File: src/rtl/fios_dsp_pkg.sv
`default_nettype none
// ============================================================================
// Module      : fios_dsp_pkg
// Description : Shared widths, DSP48E2 OPMODE encodings and pipeline tag type
//               for the FIOS DSP sequencer.
// Revision    : 1.0 - initial release
// ============================================================================
package fios_dsp_pkg;

    localparam int c_WORD_W = 17;
    localparam int c_P_W    = 34;

    // W=C, Z=0, X/Y=M
    localparam logic [8:0] c_OPMODE_FIRST = 9'h185;
    // W=C, Z=P>>17, X/Y=M
    localparam logic [8:0] c_OPMODE_NEXT  = 9'h1E5;
    localparam logic [8:0] c_OPMODE_HOLD  = 9'h020;
    localparam logic [8:0] c_OPMODE_CLR   = 9'h000;

    typedef struct packed {
        logic valid;
        logic first;
        logic last;
    } tag_t;

    function automatic logic [8:0] opmode_for(input tag_t tag);
        if (!tag.valid) begin
            return c_OPMODE_HOLD;
        end
        return tag.first ? c_OPMODE_FIRST : c_OPMODE_NEXT;
    endfunction

endpackage
`default_nettype wire

File: src/rtl/fios_result_fifo.sv
`default_nettype none
// ============================================================================
// Module      : fios_result_fifo
// Description : Synchronous FIFO with arbitrary depth and occupancy count.
// Revision    : 1.0 - initial release
// ============================================================================
module fios_result_fifo #(
    parameter int DEPTH = 5,
    parameter int WIDTH = 35
) (
    input  logic                           clk,
    input  logic                           rst,
    input  logic                           i_push,
    input  logic [WIDTH-1:0]               i_push_data,
    input  logic                           i_pop,
    output logic [WIDTH-1:0]               o_head,
    output logic [$clog2(DEPTH+1)-1:0]     o_count
);

    localparam int c_PTR_W = (DEPTH > 1) ? $clog2(DEPTH) : 1;
    localparam int c_CNT_W = $clog2(DEPTH + 1);

    logic [WIDTH-1:0]   r_mem [0:DEPTH-1];
    logic [c_PTR_W-1:0] r_wr_ptr;
    logic [c_PTR_W-1:0] r_rd_ptr;
    logic [c_CNT_W-1:0] r_count;
    logic               w_do_push;
    logic               w_do_pop;

    assign w_do_pop  = i_pop && (r_count != '0);
    assign w_do_push = i_push && ((r_count != c_CNT_W'(DEPTH)) || w_do_pop);

    always_ff @(posedge clk) begin
        if (w_do_push) begin
            r_mem[r_wr_ptr] <= i_push_data;
        end
    end

    always_ff @(posedge clk or posedge rst) begin
        if (rst) begin
            r_wr_ptr <= '0;
            r_rd_ptr <= '0;
            r_count  <= '0;
        end else begin
            if (w_do_push) begin
                r_wr_ptr <= (r_wr_ptr == c_PTR_W'(DEPTH - 1)) ? '0 : r_wr_ptr + 1'b1;
            end
            if (w_do_pop) begin
                r_rd_ptr <= (r_rd_ptr == c_PTR_W'(DEPTH - 1)) ? '0 : r_rd_ptr + 1'b1;
            end
            case ({w_do_push, w_do_pop})
                2'b10:   r_count <= r_count + 1'b1;
                2'b01:   r_count <= r_count - 1'b1;
                default: r_count <= r_count;
            endcase
        end
    end

    assign o_head  = r_mem[r_rd_ptr];
    assign o_count = r_count;

endmodule
`default_nettype wire

File: src/rtl/fios_dsp_sequencer.sv
`default_nettype none
// ============================================================================
// Module      : fios_dsp_sequencer
// Description : Drives one DSP48E2 MAC slice of a FIOS PE with aligned operands
//               and OPMODE, and returns row result words on a credited stream.
// Revision    : 1.0 - initial release
// ============================================================================
module fios_dsp_sequencer
    import fios_dsp_pkg::*;
#(
    parameter int S     = 8,
    parameter int ABREG = 1,
    parameter int MREG  = 1
) (
    input  logic                clock_i,
    input  logic                reset_i,
    input  logic                in_valid_i,
    output logic                in_ready_o,
    input  logic [c_WORD_W-1:0] a_i,
    input  logic [c_WORD_W-1:0] b_i,
    input  logic [c_WORD_W-1:0] t_i,
    output logic [8:0]          OPMODE_o,
    output logic                CREG_en_o,
    output logic [c_WORD_W-1:0] A_o,
    output logic [c_WORD_W-1:0] B_o,
    output logic [c_P_W-1:0]    C_o,
    input  logic [c_P_W-1:0]    P_i,
    output logic                res_valid_o,
    input  logic                res_ready_i,
    output logic [c_WORD_W-1:0] res_word_o,
    output logic                res_last_o,
    output logic [c_WORD_W-1:0] res_carry_o
);

    localparam int L         = 1 + ABREG + MREG;
    localparam int DEPTH     = L + 2;
    localparam int c_C_STAGE = ABREG + MREG;
    localparam int c_CNT_W   = $clog2(S);
    localparam int c_FIFO_W  = 2 * c_WORD_W + 1;
    localparam int c_FCNT_W  = $clog2(DEPTH + 1);
    localparam int c_OCC_W   = $clog2(2 * DEPTH + 1);

    typedef enum logic [0:0] {
        ST_IDLE = 1'b0,
        ST_ROW  = 1'b1
    } state_t;

    state_t               r_state;
    state_t               w_state_nxt;
    logic [c_CNT_W-1:0]   r_count;
    logic [c_CNT_W-1:0]   w_count_nxt;
    logic                 w_accept;
    tag_t                 w_tag0;
    tag_t                 r_tag_pipe [1:L+1];
    tag_t                 w_tag_c;
    logic [c_WORD_W-1:0]  w_t_c;
    logic [c_OCC_W-1:0]   w_inflight;
    logic [c_FCNT_W-1:0]  w_fifo_count;
    logic [c_FIFO_W-1:0]  w_head;
    logic                 w_push;
    logic                 w_pop;

    assign w_accept = in_valid_i && in_ready_o;

    always_ff @(posedge clock_i or posedge reset_i) begin
        if (reset_i) begin
            r_state <= ST_IDLE;
            r_count <= '0;
        end else begin
            r_state <= w_state_nxt;
            r_count <= w_count_nxt;
        end
    end

    always_comb begin
        w_state_nxt = r_state;
        w_count_nxt = r_count;
        w_tag0      = '0;
        if (w_accept) begin
            w_tag0.valid = 1'b1;
            w_tag0.first = (r_state == ST_IDLE);
            w_tag0.last  = (r_count == c_CNT_W'(S - 1));
            if (w_tag0.last) begin
                w_count_nxt = '0;
                w_state_nxt = ST_IDLE;
            end else begin
                w_count_nxt = r_count + 1'b1;
                w_state_nxt = ST_ROW;
            end
        end
    end

    // Tag stage i holds the word accepted i cycles earlier; stage L+1 meets P.
    always_ff @(posedge clock_i or posedge reset_i) begin
        if (reset_i) begin
            for (int i = 1; i <= L + 1; i++) begin
                r_tag_pipe[i] <= '0;
            end
        end else begin
            r_tag_pipe[1] <= w_tag0;
            for (int i = 2; i <= L + 1; i++) begin
                r_tag_pipe[i] <= r_tag_pipe[i-1];
            end
        end
    end

    generate
        if (c_C_STAGE == 1) begin : g_c_from_accept
            assign w_tag_c = w_tag0;
            assign w_t_c   = t_i;
        end else begin : g_c_from_pipe
            logic [c_WORD_W-1:0] r_t_pipe [1:c_C_STAGE-1];
            always_ff @(posedge clock_i) begin
                r_t_pipe[1] <= t_i;
                for (int i = 2; i < c_C_STAGE; i++) begin
                    r_t_pipe[i] <= r_t_pipe[i-1];
                end
            end
            assign w_tag_c = r_tag_pipe[c_C_STAGE-1];
            assign w_t_c   = r_t_pipe[c_C_STAGE-1];
        end
    endgenerate

    // OPMODE and C are registered once more inside the slice, landing with M.
    always_ff @(posedge clock_i or posedge reset_i) begin
        if (reset_i) begin
            A_o       <= '0;
            B_o       <= '0;
            C_o       <= '0;
            OPMODE_o  <= c_OPMODE_CLR;
            CREG_en_o <= 1'b0;
        end else begin
            if (w_accept) begin
                A_o <= a_i;
                B_o <= b_i;
            end
            C_o       <= {{(c_P_W - c_WORD_W){1'b0}}, w_t_c};
            OPMODE_o  <= opmode_for(w_tag_c);
            CREG_en_o <= w_tag_c.valid;
        end
    end

    always_comb begin
        w_inflight = '0;
        for (int i = 1; i <= L + 1; i++) begin
            w_inflight = w_inflight + c_OCC_W'(r_tag_pipe[i].valid);
        end
    end

    // Credits cover every word already in the slice, since it cannot stall.
    assign in_ready_o = !reset_i &&
                        ((c_OCC_W'(w_fifo_count) + w_inflight) < c_OCC_W'(DEPTH));

    assign w_push = r_tag_pipe[L+1].valid;
    assign w_pop  = res_valid_o && res_ready_i;

    fios_result_fifo #(
        .DEPTH (DEPTH),
        .WIDTH (c_FIFO_W)
    ) u_fifo (
        .clk         (clock_i),
        .rst         (reset_i),
        .i_push      (w_push),
        .i_push_data ({P_i[c_WORD_W-1:0], r_tag_pipe[L+1].last, P_i[c_P_W-1:c_WORD_W]}),
        .i_pop       (w_pop),
        .o_head      (w_head),
        .o_count     (w_fifo_count)
    );

    assign res_valid_o = (w_fifo_count != '0);
    assign res_word_o  = w_head[c_FIFO_W-1 -: c_WORD_W];
    assign res_last_o  = res_valid_o && w_head[c_WORD_W];
    assign res_carry_o = w_head[c_WORD_W-1:0];

endmodule
`default_nettype wire
File: config.mk
export PLATFORM = sky130hd
export DESIGN_NAME = fios_dsp_sequencer
export DESIGN_NICKNAME = d
export VERILOG_FILES = /design/src/rtl/fios_dsp_pkg.sv /design/src/rtl/fios_result_fifo.sv /design/src/rtl/fios_dsp_sequencer.sv
export SDC_FILE = /design/constraint.sdc
export NUM_CORES = 1
export LEC_CHECK = 0
export CAP_MARGIN = 25
export CORE_UTILIZATION = 40
export CTS_CLUSTER_SIZE = 8
export DETAILED_ROUTE_END_ITERATION = 8
export PLACE_DENSITY = 0.69
export REMOVE_ABC_BUFFERS = 1
export SYNTH_ARGS = -nofsm -noshare
export SYNTH_HDL_FRONTEND = slang
export SYNTH_SLANG_ARGS = --single-unit
File: constraint.sdc
create_clock -name clock_i -period 5.9 [get_ports clock_i]
set_input_delay 0.885 -clock clock_i [delete_from_list [all_inputs] [get_ports clock_i]]
set_output_delay 0.885 -clock clock_i [all_outputs]
set_load 0.005 [all_outputs]
==> flow_summary.json, run 1 <==
{
  "outcome": "completed",
  "synth_edf_count": 175,
  "grt_usage_pct": 15.9,
  "end_kind": "output pin",
  "yosys-top-cells-area": "edfxtp_1, dfrtp_1, mux2_2, mux4_2, dfxtp_1",
  "first_pass_iters": 6,
  "grt_overflow": 0,
  "grt_setup_unrepaired": "false",
  "hold_buffers": 0,
  "r2r_slack_ns": 2.62,
  "gp_congestion": 0.740,
  "fin_ws_ns": 1.62,
  "rr_worst_depth": 7,
  "synth-simple-area-share_pct": 1.36,
  "place_hpwl_um": 11900,
  "period_needed_ns": 4.28,
  "postSynth.asyncResetShare_pct": 28.1,
  "synth_top_cell_by_area": "edfxtp_1",
  "drive_above_1_share_pct": 23.9,
  "synth_top_area_share_pct": 53.1,
  "grt_max_degree": 53,
  "setup_viol": 0,
  "peakVddDrop_uv": 333,
  "routed_wl_um": 19600,
  "reg2reg_from": "OPMODE_o[7]",
  "netlist_area_um2": 9910,
  "die_y_um": 159,
  "hold_viol": 0,
  "grt_pass1_wl_um": 31000,
  "cap_violations": 0,
  "synthCells": 482,
  "clockBufferDepth": 3,
  "wl_per_cell_um": 19.0,
  "ios": 204,
  "synth_compound_area_share_pct": 0.720,
  "die-area_um2": 25400,
  "cts_tree": "built",
  "hp-start": "g_c_from_pipe.r_t_pipe[1][15]",
  "synthTopCellsByCount": "edfxtp_1, dfrtp_1, mux2_2",
  "nNetsFinal": 795,
  "start_util_pct": 40.7,
  "synth_top_family_by_area": "multiplexers",
  "synth.most_common_cell": "edfxtp_1",
  "maxSlewHeadroom_pct": 34.5,
  "first_iter_violations": 198,
  "clk_pin_slew_worst_paths_ns": 0.05,
  "h-tree-depth": 2,
  "cts_buffers": 39,
  "io_buffer_count": 183,
  "crit_arrival_ns": 3.40,
  "max_freq_mhz": 234,
  "power.density_nw_per_um2": 487,
  "antenna_found_initial": 1,
  "hold_path_depth": 0,
  "critPathMaxFanout": 7,
  "worst_pin_slew_ns": 0.982,
  "holdCritPathClass": "flip-flop to flip-flop",
  "hold_ws_ns": 0.321,
  "die_w_um": 159,
  "synth_seq_cells": 267,
  "coreArea_um2": 24300,
  "insertion_delay_ns": 0.51,
  "drc": 0,
  "synthMuxAreaShare_pct": 16.5,
  "area_growth_pct": 32.1,
  "min_to": "C_o[15]",
  "cts.sinks": 267,
  "finalPower_w": 0.00637,
  "antennaDiodeCount": 0,
  "num-fill-cells": 1877,
  "crit_path_start_kind": "flip-flop",
  "fin_crit_sh_pct": 72.6,
  "leakage_nw": 4.73,
  "num_vias": 5007,
  "cts_root_buf": "clkbuf_16",
  "antenna_left": 0,
  "synthAdderAreaFrac_pct": 1.82,
  "worstPathRequired_ns": 5.02,
  "avgSynthCellArea_um2": 20.6,
  "final.setup.tns_ns": 0,
  "r2r_end": "A_o[3]",
  "yosys.area_share.xor_xnor_pct": 0.354,
  "ys.flop_type": "edfxtp_1",
  "post_cts_buffers": 0,
  "rows": 57,
  "cts_resized": 0,
  "critical_path_class": "flip-flop to output pin",
  "synth.distinct_cells": 36,
  "seq_area_frac_synth_pct": 75.4,
  "drv_slew": 0,
  "viasPerCell": 4.86,
  "grt_pass1_vias": 5615,
  "pre_cts_slack_ns": 2.11,
  "ys_warn_count": 0,
  "fin_skew_ns": 0.0137
}
cell type report:
| type | count | area, um2 | area share, % |
|---|---|---|---|
| sequential | 267 | 7480 | 57.1 |
| inverter | 11 | 41.3 | 0.315 |
| clock inverter | 3 | 32.5 | 0.249 |
| timing repair buffer | 193 | 1930 | 14.8 |
| clock buffer | 50 | 1040 | 7.93 |
| tap | 324 | 405 | 3.10 |
| multi-input combinational | 182 | 2160 | 16.5 |
stage by stage:
step	std cells	utilization, %	area [um2]
after floorplan	460	-	9650
after global placement	974	49.2	12000
after detailed placement	974	49.2	12000
after CTS	1027	53.6	13000
after global routing	1030	53.8	13100
final	1030	53.8	13100
worst max-delay path, cell delays in order (launching register included):
cell and delay (ns):
dfrtp_1 0.46, fa_1 0.52, fa_1 0.41, fa_1 0.44, o21ai_0 0.33, and2_1 0.20, clkdlybuf4s50_1 0.52
sequential cells by signal, indices dropped and copies added (netlist names):
| name | count |
|---|---|
| r_state | 1 |
| OPMODE_o | 3 |
| r_count | 3 |
| A_o | 17 |
| w_push | 1 |
| u_fifo.r_rd_ptr | 3 |
| C_o | 17 |
| u_fifo.o_count | 3 |
| r_tag_pipe | 7 |
| g_c_from_pipe.r_t_pipe | 17 |
| u_fifo.r_mem | 175 |
| B_o | 17 |
| u_fifo.r_wr_ptr | 3 |
placed cells by master, fill, tap and decap left out, drive strengths merged, types with 3 or more instances in the layout:
master         synthesis  final
clkdlybuf4s50          0    183
edfxtp               175    175
dfrtp                 75     75
mux2                  74     74
clkbuf                 2     51
mux4                  35     35
conb                   1     20
dfxtp                 17     17
inv                   11     12
buf                   39      9
ha                     8      8
o21ai                  7      7
nor2                   6      6
nor4                   4      4
fa                     4      4
nand3                  4      4
xor2                   3      3
nand2                  3      3
power by group:
group | internal, W | switching, W
combinational | 0.00120 | 0.000647
clock | 0.00121 | 0.000732
sequential | 0.00230 | 0.000272
worst max-delay path by stage:
stage           startpoint            endpoint  slack [ns]
6_report       OPMODE_o[7]          in_ready_o        1.62
4_1_cts        OPMODE_o[7]          in_ready_o        1.57
3_5_place_dp   OPMODE_o[7]              A_o[3]        2.11
3_3_place_gp   OPMODE_o[7]          in_ready_o        2.21
5_1_grt        OPMODE_o[7]          in_ready_o        1.43
2_1_floorplan  res_ready_i  u_fifo.r_mem[4][0]        0.47
logic make-up after synthesis:
kind of cell	after synthesis
muxes	110
AOI/OAI and AO/OA	12
and+or+nand+nor	24
other	1
adders and majority gates	12
buffers and inverters	52
DFF	267
xor gates and xnor gates	4
routing by layer:
metal | GRT usage [%] | vias up | part of all wire [%] | wire length (um)
li1 | - | 2221 | - | -
met1 | 19.0 | 2533 | 40 | 7830
met2 | 26.2 | 218 | 48 | 9470
met3 | 6.49 | 35 | 9.8 | 1920
met4 | 5.33 | 0 | 1.9 | 369
met5 | 0 | - | 0 | 0
Power figures use the tool's default switching activity.
==> inputs of run 2 (changes only) <==
--- a/config.mk
+++ b/config.mk
@@ -9,7 +9,7 @@
 export CORE_UTILIZATION = 40
 export CTS_CLUSTER_SIZE = 8
 export DETAILED_ROUTE_END_ITERATION = 8
-export PLACE_DENSITY = 0.69
+export PLACE_DENSITY = 0.71
 export REMOVE_ABC_BUFFERS = 1
 export SYNTH_ARGS = -nofsm -noshare
 export SYNTH_HDL_FRONTEND = slang
==> constraint.sdc (replaced) <==
create_clock -name clock_i -period 3.8 [get_ports clock_i]
set_input_delay 0.57 -clock clock_i [delete_from_list [all_inputs] [get_ports clock_i]]
set_output_delay 0.57 -clock clock_i [all_outputs]
set_load 0.005 [all_outputs]
==> run 2 against run 1 <==
  * Hold slack got worse by 0.0060 ns
  * Utilization increased by 0.19 points
  * Clock power increased by 55%
  * Design area increased by 0.34%
  * Non-clock buffer count increased by 5
  * Critical path type unchanged
  * Critical endpoint unchanged
  * Largest power group unchanged
==> flow_summary.json, run 2 (synthesis results as in run 1) <==
{
  "outcome": "completed",
  "cap_violations": 0,
  "worst_pin_slew_ns": 0.623,
  "die_w_um": 159,
  "worstPathRequired_ns": 3.23,
  "area_growth_pct": 32.6,
  "critPathTopFamily": "adder cells",
  "routed_wl_um": 20200,
  "crit_slowest_cell": "clkdlybuf4s50_1",
  "clk_pin_slew_worst_paths_ns": 0.05,
  "grt_pass1_vias": 5660,
  "antennaDiodeCount": 0,
  "clockBufferDepth": 3,
  "nNetsFinal": 800,
  "hold_buffers": 0,
  "drc": 0,
  "final_common_cell": "clkdlybuf4s50_1",
  "die-area_um2": 25400,
  "regMostFlops": "u_fifo.r_mem",
  "critical_path_class": "flip-flop to output pin",
  "pre_cts_slack_ns": 0.427,
  "first_pass_iters": 4,
  "reg2reg_from": "OPMODE_o[7]",
  "h-tree-depth": 2,
  "slowest_delay_ns": 0.51,
  "hold_viol": 0,
  "holdCritPathClass": "flip-flop to flip-flop",
  "antenna_found_initial": 0,
  "period_needed_ns": 3.70,
  "fin_skew_ns": 0.0123,
  "insertion_delay_ns": 0.50,
  "final_cell_mix": "clkdlybuf4s50_1, edfxtp_1, mux2_2",
  "utilization_pct": 54.0,
  "timing.critical_path.mode_cell": "fa_1",
  "crit_path_start_kind": "flip-flop",
  "die_y_um": 159,
  "setup_viol": 0,
  "hold_ws_ns": 0.315,
  "peakVddDrop_uv": 445,
  "max_freq_mhz": 270,
  "critPathMaxFanout": 2,
  "maxSlewHeadroom_pct": 58.5,
  "cts_tree": "built",
  "fin_ws_ns": 0.102,
  "start_util_pct": 40.7,
  "cp_num_buf_inv": 1,
  "grt_max_degree": 49,
  "path_cells": "fa_1, fa_2, fa_1, xor2_1, o21ai_1, and2_1, clkdlybuf4s50_1",
  "num-fill-cells": 1848,
  "fin_crit_sh_pct": 97.3,
  "gp_congestion": 0.751,
  "grt_usage_pct": 16.3,
  "hp-start": "g_c_from_pipe.r_t_pipe[1][3]",
  "antenna_left": 0,
  "cts_buffers": 39,
  "grt_setup_unrepaired": "false",
  "io_buffer_count": 183,
  "cts.sinks": 267,
  "multi_input_area_um2": 2170,
  "largest_register_ffs": 175,
  "viasPerCell": 4.85,
  "crit_arrival_ns": 3.13,
  "seqCellArea_um2": 7480,
  "power.density_nw_per_um2": 756,
  "drive_above_1_share_pct": 24.7,
  "first_iter_violations": 252,
  "rows": 57,
  "ios": 204,
  "end_kind": "output pin",
  "finalPower_w": 0.00993,
  "grt_pass1_wl_um": 31500,
  "place_hpwl_um": 12300,
  "grt_overflow": 0,
  "drv_slew": 0,
  "cts_root_buf": "clkbuf_16",
  "coreArea_um2": 24300,
  "leakage_nw": 4.75,
  "crit_path_start": "OPMODE_o[7]",
  "num_vias": 5027,
  "wl_per_cell_um": 19.5
}
## run 2: cell types whose count changed in the layout (fill, tap and decap cells not counted), sizes merged
cell  before  now
buf        9   15
## run 2: final timing paths
check	end	cells past startpoint	slack, ns
max	in_ready_o	7	0.10
min	C_o[3]	0	0.32
max reg2reg	A_o[15]	8	0.84
min reg2reg	C_o[3]	0	0.32
max in group asynchronous	C_o[7]	4	2.68
min in group asynchronous	u_fifo.r_rd_ptr[2]	2	0.35
## run 2: report_power, final
part           switching (W)  internal [W]  total (W)  leakage (nW)
Combinational        0.00106       0.00189    0.00295          1.62
Sequential          0.000377       0.00357    0.00395          2.62
Clock                0.00114       0.00189    0.00303         0.517
Total                0.00258       0.00735    0.00993          4.75
## run 2: area by class of cell
cell class | count | area share [%]
Inverter | 11 | 0.314
Sequential cell | 267 | 56.9
Multi-Input combinational cell | 182 | 16.5
Timing Repair Buffer | 198 | 15.0
Clock inverter | 3 | 0.248
Tap cell | 324 | 3.09
Clock buffer | 51 | 7.94
## run 2: metal layers
layer	wire (um)	GRT usage, %	vias up
met4	275	4.72	0
met2	10100	28.1	237
li1	-	-	2228
met3	1920	6.02	26
met1	7880	19.1	2536
met5	0	0	-
## run 2: repair_timing
| item | CTS | global route |
|---|---|---|
| setup endpoints to repair | 1 | 1 |
| setup buffers | 1 | 0 |
| resized for setup | 2 | 1 |
| cloned | 0 | 0 |
## run 2: through the flow
step	setup TNS, ns	std cells	cell area [um2]
after global placement	0	980	12000
after CTS	0	1035	13100
after floorplan	-181.87	460	9650
after detailed placement	0	980	12000
final	0	1036	13100
after global routing	0	1036	13100
